==> config.mk <==
export PLATFORM = sky130hd
export DESIGN_NAME = order_encoder
export DESIGN_NICKNAME = d
export VERILOG_FILES = /design/src/rtl/order_encoder.sv
export SDC_FILE = /design/constraint.sdc
export NUM_CORES = 1
export LEC_CHECK = 0
export CAP_MARGIN = 20
export CORE_ASPECT_RATIO = 1.75
export CORE_MARGIN = 2
export CORE_UTILIZATION = 56
export DETAILED_ROUTE_END_ITERATION = 8
export PLACE_DENSITY = 0.93
export SYNTH_ARGS = -nofsm -noshare
export SYNTH_HDL_FRONTEND = slang
export SYNTH_SLANG_ARGS = --single-unit
==> constraint.sdc <==
create_clock -name clk -period 21.9 [get_ports clk]
set_input_delay 4.38 -clock clk [delete_from_list [all_inputs] [get_ports clk]]
set_output_delay 4.38 -clock clk [all_outputs]
set_load 0.02 [all_outputs]
==> src/rtl/order_encoder.sv <==
// Serializes one accepted order into a 32-byte wire message, emitted as four
// 64-bit Avalon-ST beats with a per-order sequence number and XOR checksum.
module order_encoder #(
    parameter logic [7:0]  C_MSG_TYPE = 8'h4F,
    parameter logic [31:0] C_SEQ_INIT = 32'h0000_0000
) (
    input  logic        clk,
    input  logic        reset,
    input  logic        order_valid,
    output logic        order_ready,
    input  logic        order_side,
    input  logic [63:0] order_symbol,
    input  logic [63:0] order_price,
    input  logic [31:0] order_volume,
    output logic        out_valid,
    input  logic        out_ready,
    output logic        out_startofpacket,
    output logic        out_endofpacket,
    output logic [63:0] out_data,
    output logic [2:0]  out_empty,
    output logic        out_error,
    output logic [31:0] seq_next,
    output logic [2:0]  state_dbg
);

    typedef enum logic [2:0] {
        S_IDLE = 3'd0,
        S_B0   = 3'd1,
        S_B1   = 3'd2,
        S_B2   = 3'd3,
        S_B3   = 3'd4
    } state_t;

    state_t      state;
    state_t      state_nxt;
    logic        accept;
    logic [31:0] hdr_word;
    logic [31:0] csum;
    logic [63:0] msg_b0;
    logic [63:0] msg_b1;
    logic [63:0] msg_b2;
    logic [63:0] msg_b3;

    // Both ports use valid/ready: a transfer happens on a rising edge where
    // valid && ready; a producer holding valid keeps its payload stable until then.
    assign order_ready = (state == S_IDLE) || ((state == S_B3) && out_ready);
    assign accept      = order_valid && order_ready;

    assign hdr_word = {16'd32, C_MSG_TYPE, 7'd0, order_side};
    assign csum     = hdr_word ^ seq_next
                    ^ order_symbol[63:32] ^ order_symbol[31:0]
                    ^ order_price[63:32]  ^ order_price[31:0]
                    ^ order_volume;

    always_ff @(posedge clk or posedge reset) begin
        if (reset) begin
            state <= S_IDLE;
        end else begin
            state <= state_nxt;
        end
    end

    always_comb begin
        state_nxt = state;
        case (state)
            S_IDLE: if (accept)    state_nxt = S_B0;
            S_B0:   if (out_ready) state_nxt = S_B1;
            S_B1:   if (out_ready) state_nxt = S_B2;
            S_B2:   if (out_ready) state_nxt = S_B3;
            S_B3:   if (out_ready) state_nxt = accept ? S_B0 : S_IDLE;
            default:               state_nxt = S_IDLE;
        endcase
    end

    // The message register is only rewritten on accept, so beats stay stable
    // under backpressure without any extra hold logic.
    always_ff @(posedge clk or posedge reset) begin
        if (reset) begin
            msg_b0   <= 64'd0;
            msg_b1   <= 64'd0;
            msg_b2   <= 64'd0;
            msg_b3   <= 64'd0;
            seq_next <= C_SEQ_INIT;
        end else if (accept) begin
            msg_b0   <= {hdr_word, seq_next};
            msg_b1   <= order_symbol;
            msg_b2   <= order_price;
            msg_b3   <= {order_volume, csum};
            seq_next <= seq_next + 32'd1;
        end
    end

    always_comb begin
        out_data = 64'd0;
        case (state)
            S_B0:    out_data = msg_b0;
            S_B1:    out_data = msg_b1;
            S_B2:    out_data = msg_b2;
            S_B3:    out_data = msg_b3;
            default: out_data = 64'd0;
        endcase
    end

    assign out_valid         = (state != S_IDLE);
    assign out_startofpacket = (state == S_B0);
    assign out_endofpacket   = (state == S_B3);
    assign out_empty         = 3'd0;
    assign out_error         = 1'b0;
    assign state_dbg         = state;

endmodule
# [Word-level counts from Yosys, hierarchy flattened]
# Index checks and enable logic that the tools add are counted.
[classes] div=0 addsub=1 n_reduce_logical=6 n_mux=8 multipliers=0 n_eq_ne=9 n_lt_le_gt_ge=0 bitwise_logic=6 shifts=0
[ops] op="$pmux W64 S4" count=1
[ops] op="$xor A32 B32 Y32" count=5
[ops] op="$add A32 B1 Y32 const B" count=1
[ops] op="$xor A22 B32 Y32" count=1
[ops] op="$mux W3" count=5
[ops] op="$pmux W3 S5" count=1
[ops] op="$ne A2 B2 Y1 const B" count=5
[ops] op="$eq A3 B2 Y1 const B" count=2
[ops] op="$reduce_and A5 Y1" count=1
[ops] op="$eq A3 B1 Y1 const B" count=1
[ops] op="$eq A3 B3 Y1 const B" count=1
[ops] op="$logic_not A3 Y1" count=1
[ops] op="$reduce_bool A3 Y1" count=1
[ops] op="$logic_and A1 B1 Y1" count=2
[ops] op="$logic_or A1 B1 Y1" count=1
[ops] op="$mux W1" count=1
[word_totals] memories=0 ff_bits=261 latchBits=0 in_bits=165 ram_bits=0 word_cells=36 out_inout_bits=107 rom_bits=0

# [Longest topological paths before layout]
# Gate-level depths: netlist of the first run.
[logic_depth] depth_word=7 ltp_mapped=8 mapped_depth_nobuf=4

# [Worst setup path after synthesis of the first run]
# OpenSTA, ideal clock, no wires.
[synth_timing] path_type="input -> output" from="input port out_ready" to="output port order_ready" stages=2 path_buffers=0 t_required_ps=17520 arrival_time_ps=4895 setup_slack_ps=12625 cell_sequence="nor2b_1 nor3_1"
[synth_via] elab_chain_len=2
[synth_rtl] element="start: declaration" line_no="16" source="input logic out_ready,"
[synth_rtl] element="$logic_and A1 B1 Y1" line_no="46" source="assign order_ready = (state == S_IDLE) || ((state == S_B3) && out_ready);"
[synth_rtl] element="$logic_or A1 B1 Y1" line_no="46"
[synth_rtl] element="end: declaration" line_no="10" source="output logic order_ready,"
# Every way passes these cells.

# [Final worst setup path of the first run]
# Same ends and word-level chain as after synthesis.

==> summary.txt, run 1 <==
Critical path
  – Crit path DAT: roughly 5900 ps
  – CP required: around 18000 ps
  – Crit end category: primary output
  – Worst-path fanout max: 5
  – CP Launch Type: input pin
  – Crit Path Category: in2out

Yosys
  – Seq cells post-synth: approximately 260
  – Synth Instances: 1474
  – Post-synth EDFFs: 0
  – Post-synth top flop: dfrtp_1
  – Synth top area share: about 50%
  – Mapped Area: 12820 um2
  – Synth top area cells: dfrtp_1 (51%), nand2_1 (20%), xnor2_1 (12%)
  – Seq/Total Area, Yosys: around half
  – Yosys cell types: 35
  – Avg Cell Area, Syn: 8.695 um2
  – FFs w/ async S/R, synth: 100.0%
  – Syn. warnings: 0
  – Leading area contributor after synthesis: dfrtp_1

Timing
  – Hold WS: between 400 and 500 ps
  – Setup slack after layout: around 12000 ps
  – Worst Tran Pin Value: between 900 and 1000 ps
  – Slew HR: about two fifths
  – RSZ-0062 raised after global routing: no
  – Final Setup Violations: 0
  – Clock skew: between 8 and 9 ps
  – Final Hold Fails: 0
  – Period utilization: 46.69%
  – Final setup TNS: 0 ps
  – Maximum clock frequency: around 98 MHz
  – Slew Viols, Final: 0
  – Tmin final: around 10000 ps

Power
  – Switching power share of the total: 39.14%
  – Pwr Density: around 120 nW/um2
  – Psw: ~0.8 mW
  – Clock power frac: about a fifth
  – Int Power: 1.249 mW
  – Comb pwr share: roughly two fifths
  – Sequential share of power: 37.6%
  – Peak VDD IR: ~0.085 mV
  – Static Leak: 7.770 nW
  – Total chip power: slightly above 2 mW

Clock network
  – Total CTS buffers: 24
  – CTS Hold Buffers Added: 0
  – H-tree depth: 1
  – Worst skew pair latency: ~520 ps
  – CTS resizes: 0
  – Clk buf depth: 3
  – Clock root cell: clkbuf_16
  – Postcts setup bufs: 0
  – CTS tree: done
  – Clock Pin Slew Worst Setup and Hold Paths: roughly 60 ps
  – CTS sink count: approximately 260

Global routing
  – Antenna violations before repair: 1
  – First-pass GRT wire length: roughly 57000 um
  – Largest net degree at the start of global routing: ~120
  – GRT Overall Usage: between 20% and 30%
  – Gr ovfl total: 0
  – Number of global-route vias before repair: about 12000

Placed design
  – Number of buffers added on ports: around 270
  – Placed Cells: around 2000
  – Area after DPL: about 16000 um2
  – Gpl congestion: between 0.8 and 0.9
  – Pre-CTS setup slack: approximately 12000 ps
  – Final HPWL DP: approximately 24000 um

Run status
  – Outcome: complete, no violations

Finish
  – Multi-input gate area: roughly 6000 um2
  – Share of layout cells above drive strength 1: roughly 3.7%
  – Design area: about 16000 um2
  – Syn-to-layout area delta: 28.68%
  – Finished Layout Cells: 2012
  – Fin util: about three quarters
  – Register area: between 6000 and 7000 um2
  – Layout net count: 1862
  – Most frequent cells in the layout: nand2_1 (688), clkdlybuf4s50_1 (267), dfrtp_1 (260), xnor2_1 (173), a22oi_1 (70)
  – Number of fill cells: around 1600
  – Most common library cell in the layout ignoring fill and taps: nand2_1

Floorplanning
  – Die footprint: ~24000 um2
  – Starting Density: between 50% and 60%
  – IO Pins: about 270
  – FP Rows: 73
  – Core ar.: around 23000 um2
  – Die X: 118.4 um
  – Die Height: a little over 200 um

Job
  – Max Cap Violations: 0

Route
  – Antenna viol nets, final: 0
  – Drt pass-1 iters: 5
  – DRT iter0 DRCs: approximately 880
  – Vias/cell: approximately 5.5
  – WL/cell: 17.75 um
  – Residual DRC: 0
  – Via count: around 11000
  – Detailed Route WL: 35710 um

Worst hold path
  – Worst Hold Class: reg2reg
cell usage after synthesis, drive strengths merged, types with 2 or more instances:
master / number
and4bb: 3
nor4: 3
clkbuf: 52
nor2: 11
nand2b: 4
nand3: 16
nor3: 5
a22oi: 70
nand2: 688
and3: 10
and2: 5
dfrtp: 261
o21ai: 61
mux2i: 26
buf: 35
nor3b: 2
xor2: 20
and4: 3
xnor2: 173
inv: 5
nand4: 14
kinds of logic after synthesis:
logic type	after synthesis	share of synthesized area, %
buffers and inverters	92	3.056
muxes	26	2.031
and+or+nand+nor	767	24.06
DFF	261	50.96
AOI/OAI and AO/OA	133	6.580
xor gates and xnor gates	193	13.19
other	1	0.02926
adders and majority gates	1	0.09761
power by group through the flow:
stage / Combinational (mW) / Clock [mW] / Sequential, mW
final: 0.855 / 0.425 / 0.771
after global routing: 0.931 / 0.452 / 0.791
after CTS: 0.849 / 0.431 / 0.770
after detailed placement: 0.842 / 0 / 0.778
after global placement: 0.817 / 0 / 0.762
after floorplan: 0.523 / 0 / 0.749
registers in the layout, indices dropped and copies added (netlist names):
| register | flops |
|---|---|
| msg_b2 | 64 |
| msg_b3 | 64 |
| state_dbg | 3 |
| seq_next | 32 |
| msg_b0 | 34 |
| msg_b1 | 64 |
layout make-up:
type / count / share of cell area [%]
inverters: 5 / 0.1593
repair buffers: 280 / 17.04
flip-flops and latches: 261 / 39.61
well taps: 300 / 2.276
diodes: 1 / 0.01517
multi-input cells: 1124 / 36.10
clock buffers: 36 / 4.347
clock inverters: 5 / 0.4552
worst max-delay path: stages:
cell and delay [ps]:
clkdlybuf4s50_1 530, nor2b_1 110, nor3_1 150, clkdlybuf4s50_1 680
per-layer routing:
metal / up-vias / part of all wire, % / track usage, %
met4: 2 / 7.4 / 20.96
li1: 5142 / - / -
met5: - / 0.036 / 0
met2: 472 / 51 / 51.20
met1: 5334 / 36 / 33.48
met3: 161 / 5.8 / 4.129
worst paths after layout:
| path | startpoint | to | slack, ps | cells past startpoint |
|---|---|---|---|---|
| max reg2reg | state_dbg[0]$_DFFE_PP0P_ | msg_b3[18]$_DFFE_PP0P_ | 17940 | 6 |
| max in group asynchronous | reset | msg_b3[17]$_DFFE_PP0P_ | 16210 | 3 |
| max | out_ready | order_ready | 11670 | 4 |
| min in group asynchronous | reset | msg_b1[36]$_DFFE_PP0P_ | 4410 | 2 |
| min | msg_b0[19]$_DFFE_PP0P_ | msg_b0[19]$_DFFE_PP0P_ | 470 | 2 |
| min reg2reg | msg_b0[19]$_DFFE_PP0P_ | msg_b0[19]$_DFFE_PP0P_ | 470 | 2 |
Note: power is estimated with default switching activity, not from simulation.
==> inputs of run 2 (changes only) <==
- CORE_UTILIZATION: 56 -> 47
- PLACE_DENSITY: 0.93 -> 0.84
- clock period: 21.9 -> 9.2 ns (I/O delays scaled with it)
==> run 2 against run 1 <==
  * Clock skew rose by 0.59 ps
  * Register-to-register slack got worse by 12000 ps
  * First-iteration DRC count fell by 33%
  * Count of clock-buffer cells in the layout fell by 1
  * Cell area rose by 0.33%
  * Cell count rose by 1.6%
  * Largest power group unchanged
  * Sequential power rose by 140%
  * Highest routed layer is now met4
  * Via count fell by 1.6%
==> summary.txt, run 2 (synthesized netlist as in run 1, its figures left out) <==
Run status
  – Outcome: complete, no violations

Clock network
  – CTS sink count: 261 (unchanged)
  – Postcts setup bufs: 0 (unchanged)
  – CTS resizes: 0 (unchanged)
  – CTS Hold Buffers Added: 0 (unchanged)
  – H-tree depth: 1 (unchanged)
  – Clk buf depth: 3 (unchanged)
  – CTS tree: done
  – Clock Pin Slew Worst Setup and Hold Paths: 70 ps (about the same)
  – Worst skew pair latency: 530 ps (about the same)
  – Clock root cell: clkbuf_16
  – Total CTS buffers: 25 (+4.2%)

Critical path
  – CP required: 7360 ps (-10160 ps)
  – Crit path DAT: 3810 ps (-2040 ps)
  – Worst-path fanout max: 29 (+24)
  – Crit Path Category: reg2out
  – CP top delay family: simple AND/OR/NAND/NOR gates
  – Worst path bufs/invs: 2 (unchanged)
  – CP Launch Type: register
  – Crit end category: primary output
  – Critical-path top delay cell: dfrtp_1
  – CP peak stage delay: 680 ps (about the same)
  – Critical-path cell list: nand2b_2 -> nor2_4 -> buf_4 -> a22oi_1 -> nand2_1 -> clkdlybuf4s50_1

Route
  – DRT iter0 DRCs: 587 (-33%)
  – Residual DRC: 0 (unchanged)
  – Antenna viol nets, final: 0 (unchanged)
  – Via count: 10930 (-1.6%)
  – Met2 wire len: 18780 um (+2.9%)
  – Drt pass-1 iters: 6 (+1)
  – WL/cell: 17.88 um (+0.72%)
  – Vias/cell: 5.346 (-3.2%)
  – Detailed Route WL: 36560 um (+2.4%)
  – Metal-1 WL: 13520 um (+6.2%)
  – Top Metal Used: met4
  – Met3 Wirelength: 1772 um (-14%)

Power
  – Switching power share of the total: 39.06% (-0.085 points)
  – Psw: 1.914 mW (+140%)
  – Peak VDD IR: 0.1462 mV (+72%)
  – Static Leak: 7.786 nW (+0.20%)
  – Pwr Density: 296.2 nW/um2 (+140%)
  – Clock power frac: 21.5% (+0.8 points)
  – Comb pwr share: 41.1% (-0.6 points)
  – Sequential share of power: 37.4% (-0.2 points)
  – Int Power: 2.987 mW (+140%)

Global routing
  – Gr ovfl total: 0 (unchanged)
  – Antenna violations before repair: 1 (unchanged)
  – Largest net degree at the start of global routing: 139 (+20%)
  – Number of global-route vias before repair: 11080 (-5.1%)
  – First-pass GRT wire length: 57630 um (+0.37%)
  – GRT Overall Usage: 25.46% (-4.1 points)

Timing
  – Period utilization: between 60% and 70%
  – Tmin final: roughly 5700 ps
  – Final Hold Fails: 0 (unchanged)
  – Maximum clock frequency: between 150 and 200 MHz
  – Final Setup Violations: 0 (unchanged)
  – Slew Viols, Final: 0 (unchanged)
  – RSZ-0062 raised after global routing: no
  – Clock skew: 8.856 ps (+0.5872 ps)
  – Final setup TNS: 0 ps (unchanged)
  – Worst Tran Pin Value: 993.9 ps (+74.06 ps)
  – Slew HR: 33.74% (-4.9 points)

Finish
  – Syn-to-layout area delta: 29.10%
  – Most frequent cells in the layout: nand2_1 (688), clkdlybuf4s50_1 (267), dfrtp_1 (260), xnor2_1 (173), a22oi_1 (70)
  – Fin util: 61.22% (-12 points)
  – Most common library cell in the layout ignoring fill and taps: nand2_1
  – Top flop regs: msg_b1 x64, msg_b2 x64, msg_b3 x64
  – Finished Layout Cells: 2045 (+1.6%)
  – Share of layout cells above drive strength 1: 3.907% (+0.22 points)
  – Layout net count: 1863 (+0.054%)

Floorplanning
  – Die Height: 222.4 um (+9.0%)
  – Core ar.: 27030 um2 (+20%)
  – Die X: 128.8 um (+8.8%)
  – IO Pins: 272 (unchanged)
  – Starting Density: 47.42% (-9.4 points)
  – FP Rows: 80 (+9.6%)
  – Die footprint: 28660 um2 (+19%)

Job
  – Max Cap Violations: 0 (unchanged)

Placed design
  – Gpl congestion: 0.8929 (+1.4%)
  – Placed Cells: 1997 (+1.5%)
  – Number of buffers added on ports: 267 (unchanged)
  – Final HPWL DP: 24750 um (+1.3%)

Worst hold path
  – Worst Hold Class: reg2reg
run 2: through the flow:
stage               instance area [um2]  worst slack (ps)  hold slack [ps]  total power [mW]
floorplan                         12830             176.5            434.6             3.028
global placement                  15690              4081            449.7             3.786
detailed placement                15690              4051            454.4             3.857
CTS                               16510              3488            473.4             4.922
global route                      16540              3347            489.1             5.210
finish                            16550              3546            468.5             4.901
run 2: path summary, 6_finish.rpt:
path,slack [ps],cells after the start,endpoint,from
setup / recovery,3550,6,out_data[26],state_dbg[1]$_DFFE_PP0P_
max in group asynchronous,6100,3,msg_b3[51]$_DFFE_PP0P_,reset
setup reg to reg,5670,7,msg_b1[2]$_DFFE_PP0P_,state_dbg[0]$_DFFE_PP0P_
hold reg to reg,470,1,msg_b0[40]$_DFFE_PP0P_,msg_b0[40]$_DFFE_PP0P_
min in group asynchronous,1890,2,msg_b2[6]$_DFFE_PP0P_,reset
hold / removal,470,1,msg_b0[40]$_DFFE_PP0P_,msg_b0[40]$_DFFE_PP0P_
run 2: power by group through the flow:
stage                     logic, mW  clock network, mW  registers [mW]
after global routing           2.21               1.12            1.88
after floorplan                1.25                  0            1.78
after CTS                      2.02               1.07            1.83
after global placement         1.96                  0            1.82
after detailed placement       2.01                  0            1.85
final                          2.02               1.05            1.83
run 2: metal layers:
layer / global-route usage, % / vias to the layer above
met5: 0 / -
met1: 29.13 / 5256
met4: 15.46 / 0
li1: - / 5141
met2: 44.43 / 389
met3: 3.443 / 147
run 2: final cells by class:
type / instances / area (um2)
inverter: 5 / 26.28
sequential: 261 / 6533
clock buffer: 35 / 703.2
multi-input combinational: 1124 / 5953
clock inverter: 10 / 125.1
timing repair buffer: 280 / 2790
tap: 328 / 410.4
antenna: 2 / 5.005
fill: 2279 / 10480
==> inputs of run 3 (changes only) <==
- CORE_UTILIZATION: 47 -> 52
- PLACE_DENSITY: 0.84 -> 0.87
- clock period: 9.2 -> 5.8 ns (I/O delays scaled with it)
==> run 3 against run 2 <==
  * First-iteration DRC count is 19% higher
  * Setup slack worse by 2800 ps
  * Via count is 2.0% higher
  * Clock power increased by 64%
  * Sequential share of layout area shrank 0.18 points
  * Combinational power is 58% higher
  * Sequential power is 62% higher
  * Die area decreased by 9.4%
  * Routed wire length rose by 2.6%
  * Critical path type unchanged
  * Largest power group unchanged
==> summary.txt, run 3 (synthesized netlist as in run 1, its figures left out) <==
Timing
  – Final Setup Violations: 0 (unchanged)
  – Final setup TNS: 0 ps (unchanged)
  – Tmin final: a little over 5000 ps
  – Slew Viols, Final: 0 (unchanged)
  – Clock skew: 14.25 ps (+5.390 ps)
  – Worst Tran Pin Value: 1042 ps (+48.09 ps)
  – Slew HR: 30.37% (-3.4 points)
  – Final Hold Fails: 0 (unchanged)
  – Period utilization: between 80% and 90%
  – Maximum clock frequency: a little under 200 MHz
  – RSZ-0062 raised after global routing: no

Route
  – DRT iter0 DRCs: 698 (+19%)
  – Residual DRC: 0 (unchanged)
  – Drt pass-1 iters: 7 (+1)
  – Via count: 11160 (+2.0%)
  – Vias/cell: 5.493 (+2.8%)
  – WL/cell: 18.48 um (+3.3%)
  – Detailed Route WL: 37520 um (+2.6%)
  – Antenna viol nets, final: 0 (unchanged)

Power
  – Comb pwr share: 40.5% (-0.6 points)
  – Clock power frac: 21.9% (+0.4 points)
  – Int Power: 4.831 mW (+62%)
  – Sequential share of power: 37.7% (+0.3 points)
  – Static Leak: 7.820 nW (+0.45%)
  – Switching power share of the total: 38.66% (-0.40 points)
  – Pwr Density: 473.9 nW/um2 (+60%)
  – Psw: 3.045 mW (+59%)
  – Total chip power: 7.876 mW (+61%)
  – Peak VDD IR: 0.2800 mV (+92%)

Finish
  – Most common library cell in the layout ignoring fill and taps: nand2_1
  – Layout net count: 1864 (+0.054%)
  – Share of layout cells above drive strength 1: 4.023% (+0.12 points)
  – Syn-to-layout area delta: 29.68%
  – Most frequent cells in the layout: nand2_1 (688), clkdlybuf4s50_1 (267), dfrtp_1 (260), xnor2_1 (173), a22oi_1 (70)
  – Top flop regs: msg_b1 x64, msg_b2 x64, msg_b3 x64

Critical path
  – RR Startpoint: state_dbg[0]$_DFFE_PP0P_
  – Crit path DAT: 3880 ps (+70 ps)
  – CP required: 4640 ps (-2720 ps)
  – Critical path origin: state_dbg[1]$_DFFE_PP0P_
  – Crit end category: primary output
  – CP Launch Type: register
  – Crit Path Category: reg2out
  – Worst-path fanout max: 29 (unchanged)

Clock network
  – CTS tree: done
  – Clock root cell: clkbuf_16
  – CTS Hold Buffers Added: 0 (unchanged)
  – CTS resizes: 0 (unchanged)
  – CTS sink count: 261 (unchanged)
  – Clk buf depth: 3 (unchanged)
  – H-tree depth: 1 (unchanged)
  – Worst skew pair latency: 520 ps (about the same)
  – Total CTS buffers: 24 (-4.0%)
  – Postcts setup bufs: 0 (unchanged)
  – Clock Pin Slew Worst Setup and Hold Paths: 70 ps (about the same)

Worst hold path
  – Worst Hold Class: reg2reg
  – Hold Crit Start: msg_b0[40]$_DFFE_PP0P_

Global routing
  – Largest net degree at the start of global routing: 150 (+7.9%)
  – Antenna violations before repair: 5 (+4)
  – Gr ovfl total: 0 (unchanged)
  – First-pass GRT wire length: 58160 um (+0.92%)
  – Number of global-route vias before repair: 11410 (+2.9%)
  – GRT Overall Usage: 28.86% (+3.4 points)

Placed design
  – Gpl congestion: 0.9430 (+5.6%)
  – Final HPWL DP: 26320 um (+6.3%)
  – Number of buffers added on ports: 267 (unchanged)

Floorplanning
  – Die Height: 211.7 um (-4.8%)
  – Core ar.: 24440 um2 (-9.6%)
  – IO Pins: 272 (unchanged)
  – FP Rows: 76 (-5.0%)
  – Die X: 122.7 um (-4.8%)
  – Starting Density: 52.44% (+5.0 points)
  – Die footprint: 25970 um2 (-9.4%)

Job
  – Max Cap Violations: 0 (unchanged)

Run status
  – Outcome: complete, no violations
[run 3: changes by cell type in the layout (fill, tap and decap cells not counted), moves of 2 or more]
| cell | change |
|---|---|
| clkbuf_1 | -2 |
| buf_4 | -2 |
| diode_2 | +2 |
| clkbuf_8 | +2 |
| clkinv_2 | -3 |
| buf_12 | +5 |
[run 3: power groups by stage]
stage	clock [mW]	combinational (mW)	sequential, mW
after floorplan	0	1.98	2.83
after global placement	0	3.07	2.95
after detailed placement	0	3.16	2.99
after CTS	1.75	3.19	2.96
after global routing	1.82	3.49	3.04
final	1.72	3.19	2.97
[run 3: final cells by class]
cell class / count / area (um2)
clock inverter: 8 / 140.1
tap: 312 / 390.4
antenna: 4 / 10.01
sequential: 261 / 6533
multi-input combinational: 1124 / 5953
clock buffer: 35 / 723.2
inverter: 5 / 22.52
timing repair buffer: 282 / 2848
fill: 1852 / 7819
[run 3: path summary, 6_finish.rpt]
| check | end | slack (ps) | cells after the start |
|---|---|---|---|
| max in group asynchronous | state_dbg[0]$_DFFE_PP0P_ | 3390 | 3 |
| hold / removal | msg_b0[40]$_DFFE_PP0P_ | 480 | 1 |
| setup reg to reg | msg_b2[61]$_DFFE_PP0P_ | 2870 | 8 |
| min in group asynchronous | msg_b0[4]$_DFFE_PP0P_ | 1160 | 2 |
| setup / recovery | out_data[42] | 760 | 6 |
| hold reg to reg | msg_b0[40]$_DFFE_PP0P_ | 480 | 1 |
[run 3: per-stage QoR]
stage / area (um2) / utilization, % / setup slack (ps) / hold WS [ps] / std cells
2_1_floorplan: 12830 / - / 1198 / 434.6 / 1477
3_3_place_gp: 15730 / 64.35 / 1427 / 449.0 / 1983
3_5_place_dp: 15730 / 64.35 / 1266 / 453.7 / 1983
4_1_cts: 16590 / 67.88 / 715.4 / 477.6 / 2026
5_1_grt: 16620 / 68.01 / 540.5 / 493.9 / 2031
6_report: 16620 / 68.01 / 755.8 / 475.1 / 2031
[run 3: worst max-delay path, cell delays in order (launching register included)]
cell and delay, ps:
dfrtp_1 640, nand2b_2 560, nor2_4 990, buf_4 350, a22oi_1 90, nand3_1 100, clkdlybuf4s50_1 610
[run 3: metal layers]
layer	GRT usage (%)	vias up	wire length (um)
li1	-	5138	-
met1	31.03	5356	12940
met2	50.31	474	19410
met3	4.283	187	1930
met4	21.28	2	3237
met5	0	-	12
